$ cat config.mk
export PLATFORM = sky130hd
export DESIGN_NAME = ecc_fifo_drain
export DESIGN_NICKNAME = d
export VERILOG_FILES = /design/src/rtl/ecc_fifo_pkg.sv /design/src/rtl/ecc_fifo_drain_buf.sv /design/src/rtl/ecc_fifo_drain.sv
export SDC_FILE = /design/constraint.sdc
export NUM_CORES = 1
export LEC_CHECK = 0
export ABC_CLOCK_PERIOD_IN_PS = 4200
export CORE_MARGIN = 2
export CORE_UTILIZATION = 40
export CTS_BUF_LIST = sky130_fd_sc_hd__clkbuf_4 sky130_fd_sc_hd__clkbuf_8
export DETAILED_ROUTE_END_ITERATION = 8
export DONT_BUFFER_PORTS = 1
export GPL_TIMING_DRIVEN = 0
export PLACE_DENSITY = 0.58
export SLEW_MARGIN = 0
export SYNTH_ARGS = -nofsm -noshare
export SYNTH_HDL_FRONTEND = slang
export SYNTH_SLANG_ARGS = --single-unit
$ cat constraint.sdc
create_clock -name clk -period 4.2 [get_ports clk]
set_clock_uncertainty 0.15 [all_clocks]
set_input_delay 0.63 -clock clk [delete_from_list [all_inputs] [get_ports clk]]
set_output_delay 0.63 -clock clk [all_outputs]
set_load 0.005 [all_outputs]
$ cat src/rtl/ecc_fifo_pkg.sv
// Shared definitions for the ECC FIFO drain logic: widths and drain FSM states.
package ecc_fifo_pkg;

  localparam int unsigned ECC_DATA_W = 32;
  localparam int unsigned ECC_CODE_W = 7;
  localparam int unsigned BUF_DEPTH  = 3;

  typedef enum logic {
    RUN    = 1'b0,
    HALTED = 1'b1
  } drain_state_t;

endpackage

$ cat src/rtl/ecc_fifo_drain_buf.sv
// Three-entry in-order output buffer; entry 0 is always the head.
module ecc_fifo_drain_buf
  import ecc_fifo_pkg::*;
#(
  parameter int unsigned DATA_W = ECC_DATA_W
) (
  input  logic              clk,
  input  logic              rst,
  input  logic              wr_en,
  input  logic [DATA_W-1:0] wr_data,
  input  logic              wr_sec,
  input  logic              wr_ded,
  input  logic              pop,
  output logic [1:0]        cnt,
  output logic [DATA_W-1:0] head_data,
  output logic              head_sec,
  output logic              head_ded
);

  localparam int unsigned EW = DATA_W + 2;

  logic [EW-1:0] mem_q [BUF_DEPTH];
  logic [EW-1:0] mem_d [BUF_DEPTH];
  logic [1:0]    cnt_q;
  logic [1:0]    cnt_d;
  logic [1:0]    wr_idx;
  logic          do_pop;
  logic          do_wr;

  // Shift toward the head on pop; the write slot is taken after the shift so a
  // simultaneous write and pop keeps both order and occupancy.
  always_comb begin
    do_pop = pop && (cnt_q != 2'd0);
    do_wr  = wr_en && ((cnt_q != 2'(BUF_DEPTH)) || do_pop);
    wr_idx = cnt_q - {1'b0, do_pop};
    cnt_d  = cnt_q + {1'b0, do_wr} - {1'b0, do_pop};
    for (int unsigned i = 0; i < BUF_DEPTH; i++) mem_d[i] = mem_q[i];
    if (do_pop) begin
      for (int unsigned i = 0; i < BUF_DEPTH - 1; i++) mem_d[i] = mem_q[i+1];
    end
    for (int unsigned i = 0; i < BUF_DEPTH; i++) begin
      if (do_wr && (wr_idx == 2'(i))) mem_d[i] = {wr_data, wr_sec, wr_ded};
    end
  end

  always_ff @(posedge clk or posedge rst) begin
    if (rst) begin
      cnt_q <= '0;
      for (int unsigned i = 0; i < BUF_DEPTH; i++) mem_q[i] <= '0;
    end else begin
      cnt_q <= cnt_d;
      for (int unsigned i = 0; i < BUF_DEPTH; i++) mem_q[i] <= mem_d[i];
    end
  end

  always_comb begin
    cnt       = cnt_q;
    head_data = mem_q[0][EW-1:2];
    head_sec  = mem_q[0][1];
    head_ded  = mem_q[0][0];
  end

endmodule

$ cat src/rtl/ecc_fifo_drain.sv
// Drains an ECC FIFO into a valid/ready stream, tagging/dropping errored words
// and keeping saturating SEC/DED counters with an optional halt on DED.
module ecc_fifo_drain
  import ecc_fifo_pkg::*;
#(
  parameter int unsigned DATA_W      = ECC_DATA_W,
  parameter int unsigned CNT_W       = 16,
  parameter bit          DROP_DED    = 1'b1,
  parameter bit          HALT_ON_DED = 1'b1
) (
  input  logic              clk,
  input  logic              rst,
  input  logic              fifo_empty,
  output logic              fifo_rd_en,
  input  logic [DATA_W-1:0] fifo_dout,
  input  logic              fifo_dout_valid,
  input  logic              fifo_sec_err,
  input  logic              fifo_ded_err,
  output logic              m_valid,
  input  logic              m_ready,
  output logic [DATA_W-1:0] m_data,
  output logic              m_corrected,
  output logic              m_ded,
  output logic [CNT_W-1:0]  sec_count,
  output logic [CNT_W-1:0]  ded_count,
  output logic              err_irq,
  input  logic              err_clr
);

  drain_state_t state_q, state_d;
  logic         inflight_q;
  logic [1:0]   cnt;
  logic [2:0]   occ;
  logic         sec_ev;
  logic         ded_ev;
  logic         buf_wr;
  logic         buf_pop;

  // Pop decision uses only registered occupancy so m_ready never reaches fifo_rd_en.
  always_comb begin
    occ        = {1'b0, cnt} + {2'b00, inflight_q};
    fifo_rd_en = !rst && !fifo_empty && (state_q == RUN) && (occ < 3'd3);
    ded_ev     = fifo_dout_valid && fifo_ded_err;
    sec_ev     = fifo_dout_valid && fifo_sec_err && !fifo_ded_err;
    buf_wr     = fifo_dout_valid && !(DROP_DED && fifo_ded_err);
    m_valid    = (cnt != 2'd0);
    buf_pop    = m_valid && m_ready;
  end

  ecc_fifo_drain_buf #(
    .DATA_W (DATA_W)
  ) u_buf (
    .clk       (clk),
    .rst       (rst),
    .wr_en     (buf_wr),
    .wr_data   (fifo_dout),
    .wr_sec    (fifo_sec_err && !fifo_ded_err),
    .wr_ded    (fifo_ded_err),
    .pop       (buf_pop),
    .cnt       (cnt),
    .head_data (m_data),
    .head_sec  (m_corrected),
    .head_ded  (m_ded)
  );

  // A DED arriving together with err_clr keeps the block halted.
  always_comb begin
    state_d = state_q;
    unique case (state_q)
      RUN:     if (ded_ev && HALT_ON_DED) state_d = HALTED;
      HALTED:  if (err_clr && !(ded_ev && HALT_ON_DED)) state_d = RUN;
      default: state_d = RUN;
    endcase
  end

  always_ff @(posedge clk or posedge rst) begin
    if (rst) begin
      state_q    <= RUN;
      inflight_q <= 1'b0;
      sec_count  <= '0;
      ded_count  <= '0;
      err_irq    <= 1'b0;
    end else begin
      state_q    <= state_d;
      inflight_q <= fifo_rd_en;
      if (err_clr) begin
        sec_count <= CNT_W'(sec_ev);
        ded_count <= CNT_W'(ded_ev);
        err_irq   <= ded_ev;
      end else begin
        if (sec_ev && (sec_count != '1)) sec_count <= sec_count + 1'b1;
        if (ded_ev && (ded_count != '1)) ded_count <= ded_count + 1'b1;
        if (ded_ev) err_irq <= 1'b1;
      end
    end
  end

endmodule

-- Word level (Yosys, flattened, before mapping)
Cells that the tools add are included.
- register bits: 139
- bits of input ports: 40
- output and inout bits: 69
- word-level logic and storage cells: 63
- $add $sub $neg: 6
- order comparisons: 1
- eq/ne operators: 5
- mux-type cells: 12
- bitwise operators: 1
- reductions and logical operators: 29
- operators with widths (operator ; number):
    $mux W34 ; 2
    $mux W68 ; 1
    $mux W16 ; 4
    $add A16 B1 Y16 const B ; 2
    $ne A16 B16 Y1 const B ; 2
    $logic_and A1 B1 Y1 ; 17
    $reduce_bool A2 Y1 ; 6
    $logic_not A1 Y1 ; 4
    $mux W1 ; 4
    $sub A2 B1 Y2 ; 2
    $add A2 B1 Y3 ; 1
    $lt A3 B2 Y1 const B ; 1
    $add A2 B1 Y2 ; 1
    $eq A2 B1 Y1 const B ; 1
    $eq A2 B2 Y1 const B ; 1
    $logic_not A2 Y1 ; 1
    $ne A2 B2 Y1 const B ; 1
    $pmux W1 S2 ; 1
    $logic_or A1 B1 Y1 ; 1
    $not A1 Y1 ; 1

-- Logic depth before layout (Yosys ltp)
Gate-level depths: netlist of run 1.
- depth in word-level cells: 7
- mapped depth: 6
- gate-level depth less buffers: 5

-- Modules after synthesis
A second synthesis of run 1 with hierarchy kept.
- cells, all modules: 563
- area total of the unflattened synthesis: 7374.6 µm²
- by module, submodules not included (module ; instances ; cells an instance ; area each (µm²) ; sequential area each (µm²)):
    ecc_fifo_drain_buf ; 1 ; 348 ; 5410.2 ; 2602.5
    ecc_fifo_drain ; 1 ; 215 ; 1964.4 ; 875.8

-- Worst setup path before layout of run 1
Ideal clock, no wire load.
- kind: flip-flop to output port
- start: register u_buf.cnt_q[0], in the netlist u_buf.cnt[0]
- end: output fifo_rd_en
- arrival: 1.312 ns
- required time: 3.420 ns
- path slack: 2.108 ns
- cell stages (with the launch flop): 5
- buffers on the path: 0
- cell sequence: dfrtp_1 ha_1 ha_1 or4_1 a21oi_1
- longest elaborated chain between the ends: 3
- ends and longest elaborated chain (element ; RTL line ; RTL):
    from (decl) ; ecc_fifo_drain_buf.sv:24 ; logic [1:0] cnt_q;
    from (signal assigned) ; ecc_fifo_drain_buf.sv:51 ; cnt_q <= cnt_d;
    $add A2 B1 Y3 ; ecc_fifo_drain.sv:41 ; occ = {1'b0, cnt} + {2'b00, inflight_q};
    $lt A3 B2 Y1 ; ecc_fifo_drain.sv:42 ; fifo_rd_en = !rst && !fifo_empty && (state_q == RUN) && (occ < 3'd3);
    $logic_and A1 B1 Y1 ; ecc_fifo_drain.sv:42 ;
    to (decl) ; ecc_fifo_drain.sv:14 ; output logic fifo_rd_en,
No other way between the ends.

-- Worst setup path after layout of run 1
Same ends and word-level chain as after synthesis.

==> results of run 1 <==
[stage by stage]
step                std cells  power [mW]  setup slack [ps]
global route              882        4.61              1400
detailed placement        850        3.24              1830
global placement          847        3.16               930
finish                    882        4.33              1490
floorplan                 627        2.95              1680
CTS                       882        4.40              1440
[per-layer routing]
layer	global-route usage, %	vias to the layer above	wire length, um
met5	0	-	0
met2	28.3	134	7370
met1	23.3	2383	7000
met3	5.29	23	972
li1	-	2259	-
met4	6.20	0	265
[sequential cells by signal (all words and copies together), names as in the netlist]
register / cells
sec_count: 16
inflight_q: 1
state_q: 1
ded_count: 16
err_irq: 1
u_buf.head_ded: 1
u_buf.head_sec: 1
u_buf.head_data: 32
u_buf.mem_q: 68
u_buf.cnt: 2
[worst max path at each step]
stage,slack [ps],end,from,depth (start not counted)
after floorplan,1680,ded_count[0],rst,1
after global placement,930,u_buf.head_data[0],rst,1
after detailed placement,1830,u_buf.mem_q[9],fifo_ded_err,4
after CTS,1440,fifo_rd_en,u_buf.cnt[0],4
after global routing,1400,fifo_rd_en,u_buf.cnt[0],4
final,1490,fifo_rd_en,u_buf.cnt[0],4
[cell type report]
| type | count | area share [%] |
|---|---|---|
| inverter | 7 | 0.395 |
| buffer | 67 | 6.14 |
| sequential | 139 | 45.8 |
| clock inverter | 14 | 2.26 |
| tap | 220 | 3.62 |
| timing repair buffer | 3 | 0.790 |
| multi-input combinational | 414 | 37.8 |
| clock buffer | 18 | 3.18 |
[cell families (layout without fill, tap and decap cells)]
kind of cell	count (synthesis)	after routing	synth area share (%)
AND/OR/NAND/NOR	175	175	13.6
flip-flops	139	139	50.8
AO/OA/AOI/OAI	123	123	10.5
multiplexers	110	110	16.8
buffers and inverters	74	109	7.20
adder cells (fa/ha/maj)	5	5	0.914
XOR/XNOR	1	1	0.128
[power by group]
group          switching [mW]  internal [mW]  leakage (nW)  total (mW)
sequential              0.256           1.79          1.81        2.04
clock                   0.539          0.595         0.203        1.13
combinational           0.524          0.625          1.59        1.15
total                    1.32           3.01          3.60        4.33
[synthesized netlist by cell type, types with 2 or more instances]
| master | n |
|---|---|
| dfrtp_1 | 139 |
| nand2_1 | 78 |
| mux2i_1 | 69 |
| o21ai_0 | 68 |
| mux2_2 | 41 |
| buf_4 | 34 |
| a21oi_1 | 18 |
| buf_2 | 16 |
| nand3_1 | 13 |
| nor2_1 | 13 |
| nor2b_1 | 12 |
| or4_1 | 11 |
| o31ai_1 | 10 |
| clkbuf_1 | 9 |
| nand4_1 | 7 |
| inv_1 | 6 |
| nor3_1 | 6 |
| a211oi_1 | 5 |
| buf_6 | 5 |
| ha_1 | 5 |
| nor4_1 | 5 |
| and4_1 | 4 |
| o41ai_1 | 4 |
| and3_1 | 3 |
| clkbuf_8 | 3 |
| o211ai_1 | 3 |
| o21ai_1 | 3 |
| or2_2 | 3 |
| or3_1 | 3 |
| a21o_1 | 2 |
| a21o_2 | 2 |
| and3_2 | 2 |
| and4_4 | 2 |
| nand2b_1 | 2 |
| o311ai_0 | 2 |
[worst max-delay path: stages (launching register included)]
cell	delay [ps]
dfrtp_1	470
ha_1	220
ha_1	180
or4_1	400
a21oi_1	210
==> results.json, run 1 <==
{
  "ir_worst_vdd_mv": 0.213,
  "r2r_cells": 6,
  "wl_per_cell_um": 17.7,
  "power.density_nw_per_um2": 569,
  "io_pins": 109,
  "fmax_mhz": 369,
  "cp-end-kind": "output port",
  "regArea_um2": 3480,
  "hold_slack_ps": 63.9,
  "wirelength_mm": 15.6,
  "grt_pass1_wl_mm": 25.2,
  "cap_violations": 0,
  "portBuffers": 0,
  "critPathMaxFanout": 8,
  "arrival_ps": 1930,
  "multi_input_area_um2": 2880,
  "cts_resized": 0,
  "syn_area_per_cell_um2": 10.9,
  "dpl.hpwl_mm": 10.7,
  "clock-root-buffer": "clkbuf_8",
  "ys.flop_type": "dfrtp_1",
  "maxSlewHeadroom_pct": 41.6,
  "place_area_um2": 7190,
  "reg2reg_setup_slack_ps": 2000,
  "dieHeight_um": 135,
  "die_w_um": 135,
  "start_util_pct": 41.1,
  "syn_nets": 672,
  "synth_cell_types": 54,
  "hp-class": "input pin to async pin",
  "cts_max_level": 4,
  "finalSetupViolCount": 0,
  "rsz0062_at_grt": "false",
  "yosysWarningCount": 0,
  "clock_latency_ps": 450,
  "post_cts_buffers": 0,
  "fin_crit_sh_pct": 64.5,
  "synth_edf_count": 0,
  "grt_overflow": 0,
  "drc": 0,
  "tns_ps": 0,
  "hold_buffers": 0,
  "tritoncts": "done",
  "async_flop_share_pct": 100,
  "syn2layout_area_growth_pct": 11.0,
  "core_um2": 16600,
  "outcome": "completed",
  "drt_iter0_drc": 284,
  "layout_commonest_cell": "dfrtp_1",
  "numClockSinks": 139,
  "worstPathRequired_ps": 3420,
  "vias": 4799,
  "cts.clk_slew.worst_paths_ps": 80,
  "r2r_end": "ded_count[11]",
  "firstDrtPassIters": 5,
  "synthTopCellsByArea": "dfrtp_1 51%, mux2i_1 10%, mux2_2 6.7%",
  "fp-row-count": 47,
  "grtUsageTotal_pct": 17.8,
  "finalInstanceArea_um2": 7600,
  "cts_buffers": 17,
  "fin_crit_ps": 2710,
  "grt_antenna_before_repair": 0,
  "utilization_pct": 45.7,
  "slew_viol_final": 0,
  "die-area_um2": 18200,
  "final_nets": 694,
  "drive_above_1_share_pct": 23.3,
  "grt_max_degree": 38,
  "syn_area_um2": 6850,
  "final_cell_mix": "139 x dfrtp_1, 78 x nand2_1, 69 x mux2i_1",
  "yosys.area.top_type": "dfrtp_1",
  "netlist_instances": 627,
  "seq_area_frac_synth_pct": 50.8,
  "cp-start-kind": "register",
  "worstSetupPathType": "register to output port",
  "cts_buffer_depth": 2,
  "final.fill_count": 1534,
  "globalplace.congestion": 0.836,
  "reg2reg_from": "ded_count[0]",
  "antenna_cells": 0,
  "hold_violations": 0,
  "synth_top_area_share_pct": 50.8,
  "vias_per_cell": 5.44,
  "grt_pass1_vias": 4760,
  "synth_seq_cells": 139,
  "power.leakage_nw": 3.60,
  "postRouteAntennaNets": 0,
  "worstMarginPinSlew_ps": 874
}
Power figures use the tool's default switching activity.
==> inputs of run 2 (changes only) <==
--- a/config.mk
+++ b/config.mk
@@ -5,7 +5,7 @@
 export SDC_FILE = /design/constraint.sdc
 export NUM_CORES = 1
 export LEC_CHECK = 0
-export ABC_CLOCK_PERIOD_IN_PS = 4200
+export ABC_CLOCK_PERIOD_IN_PS = 2300
 export CORE_MARGIN = 2
 export CORE_UTILIZATION = 40
 export CTS_BUF_LIST = sky130_fd_sc_hd__clkbuf_4 sky130_fd_sc_hd__clkbuf_8
==> constraint.sdc (replaced) <==
create_clock -name clk -period 2.3 [get_ports clk]
set_clock_uncertainty 0.15 [all_clocks]
set_input_delay 0.345 -clock clk [delete_from_list [all_inputs] [get_ports clk]]
set_output_delay 0.345 -clock clk [all_outputs]
set_load 0.005 [all_outputs]
==> run 2 against run 1 <==
  * Via count is 3.6% higher
  * Flip-flop and latch count stayed put
  * First-iteration DRC count is 10% higher
  * Register-to-register slack worse by 1900 ps
==> results.json, run 2 (synthesized netlist as in run 1, its figures left out) <==
{
  "firstDrtPassIters": 6,
  "grt_pass1_wl_mm": 26.1,
  "grtUsageTotal_pct": 18.4,
  "cap_violations": 0,
  "rsz0062_at_grt": "true",
  "cts_buffer_depth": 2,
  "grt_antenna_before_repair": 0,
  "globalplace.congestion": 0.836,
  "drive_above_1_share_pct": 23.9,
  "postRouteAntennaNets": 0,
  "hold_slack_ps": 66.7,
  "grt_pass1_vias": 5029,
  "cts.clk_slew.worst_paths_ps": 80,
  "dpl.hpwl_mm": 10.7,
  "fmax_mhz": 438,
  "finalSetupViolCount": 0,
  "slew_viol_final": 0,
  "fp-row-count": 47,
  "fin_crit_sh_pct": 99.4,
  "core_um2": 16600,
  "dp.cells": 850,
  "layout_commonest_cell": "dfrtp_1",
  "hp-class": "input pin to register",
  "max_stage_delay_ps": 450,
  "finalInstanceArea_um2": 8090,
  "io_pins": 109,
  "clock-root-buffer": "clkbuf_8",
  "grt_overflow": 0,
  "tritoncts": "done",
  "drc": 0,
  "power.leakage_nw": 3.79,
  "ir_worst_vdd_mv": 0.389,
  "place_area_um2": 7190,
  "cp-start-kind": "register",
  "die-area_um2": 18200,
  "antenna_cells": 0,
  "start_util_pct": 41.1,
  "cp-end-kind": "output port",
  "fin_crit_ps": 2290,
  "largest_reg_flops": 68,
  "cts_buffers": 17,
  "worstSetupPathType": "register to output port",
  "path_cells": "ha_4, ha_4, or4_4, a21oi_4",
  "cts_max_level": 4,
  "vias_per_cell": 5.39,
  "critPathMostFrequentCell": "ha_4",
  "die_w_um": 135,
  "stdcell_count": 923,
  "hold_violations": 0,
  "grt_max_degree": 37,
  "numClockSinks": 139,
  "maxSlewHeadroom_pct": 64.1,
  "clock_latency_ps": 450,
  "final_cell_mix": "138 x dfrtp_1, 78 x nand2_1, 69 x mux2i_1",
  "worstMarginPinSlew_ps": 533,
  "vias": 4972,
  "crit_slowest_cell": "dfrtp_2",
  "tns_ps": 0,
  "drt_iter0_drc": 313,
  "critPathMaxFanout": 2,
  "dieHeight_um": 135,
  "utilization_pct": 48.6,
  "wirelength_mm": 16.2,
  "portBuffers": 0,
  "outcome": "completed",
  "final_nets": 735,
  "arrival_ps": 1790,
  "syn2layout_area_growth_pct": 18.2,
  "worstPathRequired_ps": 1800,
  "largest_register": "u_buf.mem_q",
  "power.density_nw_per_um2": 999,
  "wl_per_cell_um": 17.5
}
-- run 2: per-stage QoR --
| stage | total power [mW] | setup slack (ps) |
|---|---|---|
| finish | 8.09 | 14.8 |
| global route | 8.61 | -56.4 |
| CTS | 8.14 | -79.8 |
| detailed placement | 5.92 | 115 |
| global placement | 5.78 | -685 |
| floorplan | 5.39 | 69.9 |
-- run 2: final cells by class --
type | count | area (um2)
inverters | 7 | 30.0
clock inverters | 14 | 171
plain buffers | 67 | 484
well taps | 220 | 275
flip-flops and latches | 139 | 3480
multi-input cells | 414 | 2940
clock buffers | 18 | 241
fillers | 1517 | 8550
repair buffers | 44 | 470
-- run 2: routing by layer --
layer	track usage, %	vias up	routed length [um]
met5	0	-	0
li1	-	2344	-
met1	23.9	2472	7240
met4	6.20	0	201
met2	30.1	140	7870
met3	4.58	16	856
-- run 2: repair_timing --
item                       CTS  global route
setup buffers                2             2
resized for setup            5            18
gates cloned                 0             0
hold endpoints to repair   135             0
setup endpoints to repair    1            63
hold buffers                37             0
pin swaps                    0             1
-- run 2: final timing paths --
kind	to	depth (start not counted)	slack (ps)	from
worst max register to register	u_buf.mem_q[36]	6	70	u_buf.cnt[0]
max in group asynchronous	u_buf.mem_q[33]	4	1090	rst
worst min-delay path	sec_count[4]	3	70	fifo_sec_err
worst min register to register	u_buf.mem_q[1]	1	360	u_buf.mem_q[1]
min in group asynchronous	u_buf.head_data[21]	3	450	rst
worst max-delay path	fifo_rd_en	4	10	u_buf.cnt[0]
-- run 2: worst max-delay path: cells and delay by family, from the launching register on --
family | cells | cell delay (ps)
fa+ha+maj | 2 | 320
compound gates | 1 | 150
flops | 1 | 450
simple gates | 1 | 430
-- run 2: power breakdown --
part	switching, mW	total [mW]	internal, mW	leakage (nW)
clock network	0.987	2.08	1.09	0.203
logic	1.03	2.27	1.24	1.78
registers	0.477	3.74	3.26	1.81
==> inputs of run 3 (changes only) <==
--- a/config.mk
+++ b/config.mk
@@ -13,6 +13,7 @@
 export DONT_BUFFER_PORTS = 1
 export GPL_TIMING_DRIVEN = 0
 export PLACE_DENSITY = 0.58
+export SETUP_SLACK_MARGIN = 0.05
 export SLEW_MARGIN = 0
 export SYNTH_ARGS = -nofsm -noshare
 export SYNTH_HDL_FRONTEND = slang
==> constraint.sdc (replaced) <==
create_clock -name clk -period 2.3 [get_ports clk]
set_clock_uncertainty 0.15 [all_clocks]
set_input_delay 0.345 -clock clk [delete_from_list [all_inputs] [get_ports clk]]
set_output_delay 0.345 -clock clk [all_outputs]
set_load 0.01 [all_outputs]
==> run 3 against run 2 <==
  * Register-to-register slack better by 30 ps
  * Wire length about the same
  * The flow now finishes with violations (negative setup slack)
  * Clock-buffer cell count unchanged
  * Clock power about the same
  * Power up 1.5%
  * Utilization up 0.14 points
  * Final area up 0.28%
  * Largest power group unchanged
  * Non-clock buffer count up 1
==> results.json, run 3 (synthesized netlist as in run 1, its figures left out) <==
{
  "finalInstanceArea_um2": 8110,
  "final.fill_count": 1514,
  "path_delay_family": "simple AND/OR/NAND/NOR gates",
  "worstPathRequired_ps": 1800,
  "drt_iter0_drc": 286,
  "cts_max_level": 4,
  "clock-root-buffer": "clkbuf_8",
  "die-area_um2": 18200,
  "postRouteAntennaNets": 0,
  "arrival_ps": 1890,
  "maxSlewHeadroom_pct": 42.1,
  "ir_worst_vdd_mv": 0.397,
  "grt_max_degree": 38,
  "grt_pass1_wl_mm": 26.1,
  "worstMarginPinSlew_ps": 867,
  "fin_crit_ps": 2380,
  "start_util_pct": 41.1,
  "portBuffers": 0,
  "tritoncts": "done",
  "drc": 0,
  "vias_per_cell": 5.38,
  "fp-row-count": 47,
  "dp_slack_ps": 86.4,
  "globalplace.congestion": 0.836,
  "max_stage_delay_ps": 490,
  "hold_slack_ps": 66.8,
  "place_area_um2": 7190,
  "power.leakage_nw": 3.82,
  "cts_buffers": 17,
  "layout_commonest_cell": "dfrtp_1",
  "outcome": "finished, violations left",
  "slew_viol_final": 0,
  "cts_buffer_depth": 2,
  "syn2layout_area_growth_pct": 18.5,
  "drive_above_1_share_pct": 24.4,
  "critPathMostFrequentCell": "ha_4",
  "finalSetupViolCount": 1,
  "numClockSinks": 139,
  "tns_ps": -80.1,
  "cap_violations": 0,
  "firstDrtPassIters": 4,
  "final_cell_mix": "137 x dfrtp_1, 78 x nand2_1, 69 x mux2i_1",
  "dp.cells": 850,
  "power.density_nw_per_um2": 1010,
  "antenna_cells": 0,
  "critPathMaxFanout": 2,
  "r2r_cells": 6,
  "dpl.hpwl_mm": 10.7,
  "stdcell_count": 924,
  "core_um2": 16600,
  "clock_latency_ps": 450,
  "postLayoutSetupSlackWorst_ps": -80.1,
  "grt_overflow": 0,
  "grt_antenna_before_repair": 0,
  "wl_per_cell_um": 17.5,
  "hold_depth": 3,
  "hp-class": "input pin to register",
  "final_nets": 736,
  "grtUsageTotal_pct": 18.4,
  "violations": "negative setup slack",
  "grt_pass1_vias": 4995,
  "wirelength_mm": 16.2,
  "cp-start-kind": "register",
  "rsz0062_at_grt": "true",
  "critPathBufInv": 0,
  "path_cells": "ha_4, ha_4, or4_4, a21oi_4",
  "fin_crit_sh_pct": 103,
  "dieHeight_um": 135,
  "largest_reg_flops": 68,
  "hold_violations": 0,
  "worstSetupPathType": "register to output port",
  "crit_slowest_cell": "or4_4",
  "cts.clk_slew.worst_paths_ps": 80,
  "crit_cells": 4,
  "die_w_um": 135,
  "vias": 4969,
  "largest_register": "u_buf.mem_q",
  "io_pins": 109,
  "cp-end-kind": "output port",
  "fmax_mhz": 420
}
run 3: layer usage:
layer / routed length (um) / vias up / global-route usage (%)
li1: - / 2348 / -
met1: 7280 / 2472 / 24.0
met2: 7810 / 134 / 30.0
met3: 863 / 15 / 4.54
met4: 216 / 0 / 6.20
met5: 0 / - / 0
run 3: final timing paths:
path                                       from         endpoint  slack [ps]
worst min register to register  u_buf.mem_q[25]  u_buf.mem_q[25]         360
worst max register to register     ded_count[0]     ded_count[4]         100
worst min-delay path               fifo_sec_err     sec_count[2]          70
worst max-delay path               u_buf.cnt[0]       fifo_rd_en         -80
max in group asynchronous                   rst  u_buf.mem_q[51]         680
min in group asynchronous                   rst       inflight_q         410
run 3: timing repair:
item | 4_1_cts | 5_1_grt
gates cloned | 0 | 0
resized for setup | 15 | 16
buffers inserted | 2 | 5
endpoints found under the setup margin | 1 | 104
pin swaps | 3 | 3
hold endpoints to repair | 135 | 0
hold buffers | 36 | 0
run 3: metrics by stage:
| step | utilization [%] | power [mW] |
|---|---|---|
| after floorplan | - | 5.51 |
| after CTS | 48.3 | 8.29 |
| after detailed placement | 43.2 | 6.04 |
| after global routing | 48.8 | 8.73 |
| after global placement | 42.8 | 5.89 |
| final | 48.8 | 8.21 |
run 3: report_power, final:
part | internal [mW] | switching [mW] | leakage, nW
clock | 1.09 | 0.990 | 0.203
sequential | 3.26 | 0.481 | 1.81
combinational | 1.26 | 1.13 | 1.81
run 3: cell type report:
class,count,area (um2),share of cell area (%)
Multi-Input combinational cell,414,2950,36.4
Clock buffer,18,241,2.98
Inverter,7,30.0,0.370
Clock inverter,14,171,2.11
Timing Repair Buffer,46,473,5.83
Sequential cell,139,3480,42.9
Buffer,66,488,6.01
Tap cell,220,275,3.39
run 3: worst reg2reg max path: cells and delay by family (launching register included):
family | cells | cell delay (ps)
buffers and inverters | 1 | 130
muxes | 1 | 380
adders and majority gates | 1 | 270
DFF | 1 | 470
and+or+nand+nor | 2 | 420
AOI/OAI and AO/OA | 1 | 270
